**config.mk**
```make
export PLATFORM = sky130hd
export DESIGN_NAME = bus_arbiter
export DESIGN_NICKNAME = d
export VERILOG_FILES = /design/src/rtl/bus_arbiter.sv
export SDC_FILE = /design/constraint.sdc
export NUM_CORES = 1
export LEC_CHECK = 0
export BUFFER_PORTS_ARGS = -buffer_cell sky130_fd_sc_hd__buf_2
export CAP_MARGIN = 0
export CORE_MARGIN = 2
export CORE_UTILIZATION = 46
export CTS_BUF_LIST = sky130_fd_sc_hd__clkbuf_8
export CTS_CLUSTER_SIZE = 20
export DETAILED_ROUTE_END_ITERATION = 10
export PLACE_DENSITY = 0.79
export SYNTH_ARGS = -nofsm -noshare
export SYNTH_HDL_FRONTEND = slang
export SYNTH_SLANG_ARGS = --single-unit
export TNS_END_PERCENT = 50
```
**constraint.sdc**
```tcl
create_clock -name clk -period 7.4 [get_ports clk]
set_input_delay 0.74 -clock clk [delete_from_list [all_inputs] [get_ports clk]]
set_output_delay 0.74 -clock clk [all_outputs]
set_load 0.02 [all_outputs]
```
**src/rtl/bus_arbiter.sv**
```systemverilog
// Round-robin arbiter for eight requesters sharing one WIDTH-bit bus,
// with bounded bursts and a valid/ready handshake toward a single consumer.
module bus_arbiter #(
    parameter int WIDTH     = 8,
    parameter int MAX_BURST = 4
) (
    input  logic                 clk,
    input  logic                 rst,
    input  logic [7:0]           req,
    input  logic [8*WIDTH-1:0]   din,
    input  logic                 bus_ready,
    output logic [7:0]           gnt,
    output logic [2:0]           sel,
    output logic [WIDTH-1:0]     bus_data,
    output logic                 bus_valid,
    output logic                 busy
);

    localparam int CW = $clog2(MAX_BURST + 1);
    localparam logic [CW-1:0] LAST_BEAT = CW'(MAX_BURST - 1);

    typedef enum logic {IDLE = 1'b0, BUSY = 1'b1} state_t;

    state_t          r_state;
    logic [7:0]      r_gnt;
    logic [2:0]      r_sel;
    logic [2:0]      r_last;
    logic [CW-1:0]   r_burst_cnt;

    logic [2:0]      w_base;
    logic [2:0]      w_win;
    logic            w_accept;
    logic            w_release;

    // First set request after base, wrapping; base itself is checked last.
    function automatic logic [2:0] rr_pick(input logic [7:0] r, input logic [2:0] base);
        logic [2:0] idx;
        logic [2:0] win;
        logic       found;
        win   = base;
        found = 1'b0;
        for (int k = 1; k <= 8; k++) begin
            idx = base + 3'(k);
            if (!found && r[idx]) begin
                win   = idx;
                found = 1'b1;
            end
        end
        return win;
    endfunction

    // On a release the outgoing owner becomes the new priority base.
    assign w_base    = (r_state == BUSY) ? r_sel : r_last;
    assign w_win     = rr_pick(req, w_base);
    assign w_accept  = bus_valid & bus_ready;
    assign w_release = !req[r_sel] | (w_accept & (r_burst_cnt == LAST_BEAT));

    assign gnt       = r_gnt;
    assign sel       = r_sel;
    assign busy      = (r_state == BUSY);
    assign bus_valid = busy & req[r_sel];
    assign bus_data  = din[r_sel*WIDTH +: WIDTH];

    // Ownership FSM: grant, burst counting and release/re-arbitration.
    always_ff @(posedge clk or posedge rst) begin
        if (rst) begin
            r_state     <= IDLE;
            r_gnt       <= 8'h00;
            r_sel       <= 3'd0;
            r_last      <= 3'd7;
            r_burst_cnt <= '0;
        end else begin
            case (r_state)
                IDLE: begin
                    if (req != 8'h00) begin
                        r_state     <= BUSY;
                        r_gnt       <= 8'h01 << w_win;
                        r_sel       <= w_win;
                        r_burst_cnt <= '0;
                    end else begin
                        r_gnt <= 8'h00;
                    end
                end
                BUSY: begin
                    if (w_release) begin
                        r_last      <= r_sel;
                        r_burst_cnt <= '0;
                        if (req != 8'h00) begin
                            r_gnt <= 8'h01 << w_win;
                            r_sel <= w_win;
                        end else begin
                            r_state <= IDLE;
                            r_gnt   <= 8'h00;
                        end
                    end else if (w_accept) begin
                        r_burst_cnt <= r_burst_cnt + CW'(1);
                    end else begin
                        r_burst_cnt <= r_burst_cnt;
                    end
                end
                default: begin
                    r_state     <= IDLE;
                    r_gnt       <= 8'h00;
                    r_burst_cnt <= '0;
                end
            endcase
        end
    end

endmodule

```
# [Word-level counts from Yosys, hierarchy flattened]
# Cells that the tools add are included.
# Widths: inputs -> output; s select.
[totals] ff_bits=18 input_bits=75 out_inout_bits=21 wordCells=98
[op_classes] add_sub_neg=8 n_lt_le_gt_ge=9 eq_ne=4 n_shift=2 muxes=47 bitwise_logic=5 n_reduce_logical=18
[op_table] operator="$shiftx 64x7->8" n=1
[op_table] operator="$mux 3" n=14
[op_table] operator="$lt 3x4->1 const B" n=9
[op_table] operator="$bmux 1 s3" n=9
[op_table] operator="$mux 1" n=18
[op_table] operator="$mux 8" n=2
[op_table] operator="$pmux 8 s2" n=1
[op_table] operator="$add 3x3->3 const B" n=4
[op_table] operator="$pmux 3 s2" n=2
[op_table] operator="$logic_not 1->1" n=8
[op_table] operator="$reduce_bool 8->1" n=1
[op_table] operator="$shl 1x3->8 const A" n=1
[op_table] operator="$logic_and 1x1->1" n=7
[op_table] operator="$add 3x1->3 const B" n=2
[op_table] operator="$add 3x2->3 const B" n=2
[op_table] operator="$reduce_and 2->1" n=2
[op_table] operator="$and 1x1->1" n=3
[op_table] operator="$eq 3x2->1 const B" n=1
[op_table] operator="$ne 3x1->1 const B" n=1
[op_table] operator="$ne 2x1->1 const B" n=1
[op_table] operator="$ne 2x2->1 const B" n=1
[op_table] operator="$pmux 1 s2" n=1
[op_table] operator="$not 1->1" n=1
[op_table] operator="$or 1x1->1" n=1

# [Longest topological paths before layout]
[logic_depth] depth_word=30 ltp_mapped=13

# [Least setup slack after synthesis]
# OpenSTA, ideal clock, no wires.
[synth_timing] kind="register to register" startpoint="reg r_state (netlist: busy)" endpoint="reg r_gnt[0] (netlist: gnt[0])" setup_ps=122 arrival_ps=3528 slack_ps=3751 path_stages_with_launch=12 period_less_slack_ps=3649 cell_sequence="dfrtp_1 > buf_6 > mux2i_4 > buf_12 > ha_1 > clkbuf_1 > mux4_2 > mux2_1 > o21a_1 > or4_4 > and3_4 > a32o_1"
[synth_via] elab_chain_len=30
[synth_lines] item="from (decl)" line="24" text="state_t r_state;"
[synth_lines] item="from (signal assigned)" line="67" text="r_state <= IDLE;"
[synth_lines] item="from (signal assigned)" line="76" text="r_state <= BUSY;"
[synth_lines] item="from (signal assigned)" line="92" text="r_state <= IDLE;"
[synth_lines] item="$mux 3" line="53" text="assign w_base = (r_state == BUSY) ? r_sel : r_last;"
[synth_lines] item="$add 3x1->3" line="43" text="idx = base + 3'(k);"
[synth_lines] item="$bmux 1 s3" line="44" text="if (!found && r[idx]) begin"
[synth_lines] item="$mux 1 (implied by the code)" line="44"
[synth_lines] item="$mux 1" line="44"
[synth_lines] item="$logic_not 1->1" line="44"
[synth_lines] item="$logic_and 1x1->1" line="44"
[synth_lines] item="$mux 1" line="44"
[synth_lines] item="[14 not listed]"
[synth_lines] item="$mux 1" line="44"
[synth_lines] item="$logic_not 1->1" line="44"
[synth_lines] item="$logic_and 1x1->1" line="44"
[synth_lines] item="$mux 3" line="44"
[synth_lines] item="$shl 1x3->8" line="77, 89"
[synth_lines] item="$mux 8" line="75, 88"
[synth_lines] item="$mux 8" line="85" text="if (w_release) begin"
[synth_lines] item="$pmux 8 s2" line="73" text="case (r_state)"
[synth_lines] item="to (signal assigned)" line="77" text="r_gnt <= 8'h01 << w_win;"
[synth_lines] item="to (signal assigned)" line="89" text="r_gnt <= 8'h01 << w_win;"
[synth_lines] item="to (decl)" line="25" text="logic [7:0] r_gnt;"
# Parallel ways exist; a longest one is shown, timed or not. The select of a mux whose other input is x is not followed.
# A chain may end at the register's enable or synchronous reset.

# [Worst setup path in the final report]
[layout_timing] startpoint="reg r_sel[1] (netlist: sel[1])" endpoint="reg r_gnt[1] (netlist: gnt[1])"
[layout_via] elab_chain_len=30
[layout_lines] item="from (decl)" line="26" text="logic [2:0] r_sel;"
[layout_lines] item="from (signal assigned)" line="78" text="r_sel <= w_win;"
[layout_lines] item="from (signal assigned)" line="90" text="r_sel <= w_win;"
[layout_lines] item="$mux 3" line="53"
[layout_lines] item="$add 3x1->3" line="43"
[layout_lines] item="$bmux 1 s3" line="44"
[layout_lines] item="$mux 1 (implied by the code)" line="44"
[layout_lines] item="$mux 1" line="44"
[layout_lines] item="$logic_not 1->1" line="44"
[layout_lines] item="$logic_and 1x1->1" line="44"
[layout_lines] item="$mux 1" line="44"
[layout_lines] item="[14 not listed]"
[layout_lines] item="$mux 1" line="44"
[layout_lines] item="$logic_not 1->1" line="44"
[layout_lines] item="$logic_and 1x1->1" line="44"
[layout_lines] item="$mux 3" line="44"
[layout_lines] item="$shl 1x3->8" line="77, 89"
[layout_lines] item="$mux 8" line="75, 88"
[layout_lines] item="$mux 8" line="85"
[layout_lines] item="$pmux 8 s2" line="73"
# Parallel ways exist; a longest one is shown, timed or not. The select of a mux whose other input is x is not followed.

==> results.tsv <==
metric	value	unit
setup repair bufs after CTS	0	
Final Max Tran Viols	0	
final count of negative-setup-slack endpoints	0	
die height	73.3	um
Skew-Pair Late Insertion Delay	0.26	ns
router iterations before antenna repair	4	
first-pass GRT wire length	9800	um
clock slew seen by the registers of the worst setup and hold paths	0.07	ns
DRT iter0 DRCs	195	
DRC viols	0	
setup_tns	0	ns
syn nets	266	
number of max-cap violations	0	
vias per cell	6.20	
Layout area overhead	24.4	%
status	completed	
flops & latches, synth	18	
Total Routing Usage GR	23.1	%
global route overflow	0	
max frequency	0.245	GHz
final net count	356	
LEAKAGE	1.21	nW
Max VDD drop	277	uV
sequential area share after synthesis	20.6	%
Synth Cell Area	2210	um2
top routing layer used	met4	
H-tree depth	1	
top-count cell post-synth	mux4_2	
Crit. End Element	flip-flop	
Synth area leaders	mux4_2 30%, dfrtp_1 17%, mux2_2 8.2%	
root buf cell	clkbuf_8	
Power per Cell Area	543	nW/um2
top-area cell type share of the netlist area	29.6	%
CTS tree	built	
Synth cell types	49	
clk_skew	0.00312	ns
YS warnings	0	
fraction of registers with async set/reset	100	%
CP Data Required Time	7.55	ns
leading register cell type out of synthesis	dfrtp_1	
Worst Hold Class	flip-flop to flip-flop	
Arrival @ worst endpoint	4.22	ns
Max FO, Critical Path	22	
metal3 WL	556	um
clock period minus worst slack	4.08	ns
M1 wire length	2160	um
vias in the first global route	2107	
Synth area leader	mux4_2	
buffers added on ports	95	
GP Congestion	1.04	
share of cells above drive strength 1	58.0	%
Die Wd	73.3	um
crit path setup slack, layout	3.32	ns
vias	2045	
final WL	5750	um
CTS buffer count	3	
I/O pin count	96	
ANT nets after route	0	
CTS max path bufs	2	
placed wire-length estimate	4600	um
Layout Utilization	58.9	%
WL/cell	17.4	um
Hold Vio Cnt, Final	0	
ant diodes	0	
maximum number of pins on one net before global-route repair	23	
CTS Hold Buffers Added	0	
CTS resizes	0	
CP Class	flip-flop to flip-flop	
RSZ-0062 raised after global routing	no	
clk sinks	18	
DP Area	2690	um2
syn avg cell area	11.8	um2
Initial Util	47.4	%
row cnt	25	
Final period util	55.1	%
startpoint class of the critical path	flip-flop	
Met2 Wirelength	2970	um
most instantiated cells after synthesis	29 x mux4_2, 17 x nand2_1, 16 x mux2_2	
area of the die	5370	um2
Cells after Synth	187	
number of synthesized flops with an enable pin	0	
Place WS	3.37	ns
hold_ws	0.480	ns
worst slew pin tran	0.817	ns
normalized max-slew margin	45.6	%
design area	2750	um2
Core Region	4660	um2
initial antenna violation count	0	
-- report_power, final --
group          internal, mW  switching [mW]
Clock                0.0473          0.0341
Sequential            0.143          0.0509
Combinational         0.565           0.650
Total                 0.755           0.735
-- logic make-up (layout without fill, tap and decap cells) --
family	Yosys count	after routing	synth area share [%]
AOI/OAI and AO/OA	39	39	13.5
xor gates and xnor gates	4	4	1.59
adders and majority gates	4	4	2.27
buffers and inverters	19	108	4.71
DFF	18	18	20.6
muxes	61	61	47.8
and+or+nand+nor	42	42	9.52
-- path summary, 6_finish.rpt --
| check | slack (ns) | end | cells past startpoint | start |
|---|---|---|---|---|
| min in group asynchronous | 0.58 | r_burst_cnt[1] | 2 | rst |
| min | 0.48 | r_burst_cnt[2] | 2 | r_burst_cnt[2] |
| max | 3.32 | gnt[1] | 9 | sel[1] |
| max reg2reg | 3.32 | gnt[1] | 9 | sel[1] |
| min reg2reg | 0.48 | r_burst_cnt[2] | 2 | r_burst_cnt[2] |
| max in group asynchronous | 6.39 | sel[0] | 2 | rst |
-- sequential cells by signal (all words and copies together) (netlist names) --
name,count
r_burst_cnt,3
busy,1
r_last,3
sel,3
gnt,8
-- placed cells by master (no fill, tap or decap), types with 7 or more instances in the layout --
cell	instances
buf_2	95
nand2_1	17
mux4_2	29
nor2_1	9
mux2_2	16
dfrtp_1	15
mux2i_1	8
a32o_1	9
a21oi_1	8
inv_1	7
-- metal layers --
metal  global-route usage, %  up-vias
met5                       0        -
met1                    29.4      971
met2                    41.2      115
li1                        -      947
met4                    2.67        0
met3                    5.35       12
-- cell type report --
cell class                      count  area [um2]
Timing Repair Buffer               96         483
Multi-Input combinational cell    150        1650
Clock buffer                        4        55.1
Inverter                            8        37.5
Sequential cell                    18         454
Tap cell                           54        67.6
Fill cell                         393        1910
-- worst max-delay path: stages (launching register included) --
cell,delay [ns]
dfrtp_1,0.69
mux2i_1,0.57
inv_1,0.31
ha_1,0.29
xnor2_1,0.48
mux4_2,0.38
nand4_2,0.18
or4_4,0.60
and3_4,0.21
a32o_1,0.25
-- through the flow --
step,std cells,total power [mW]
after floorplan,187,1.16
after global placement,326,1.38
after detailed placement,326,1.40
after CTS,330,1.48
after global routing,330,1.61
final,330,1.49
(Power assumes the default switching activity.)
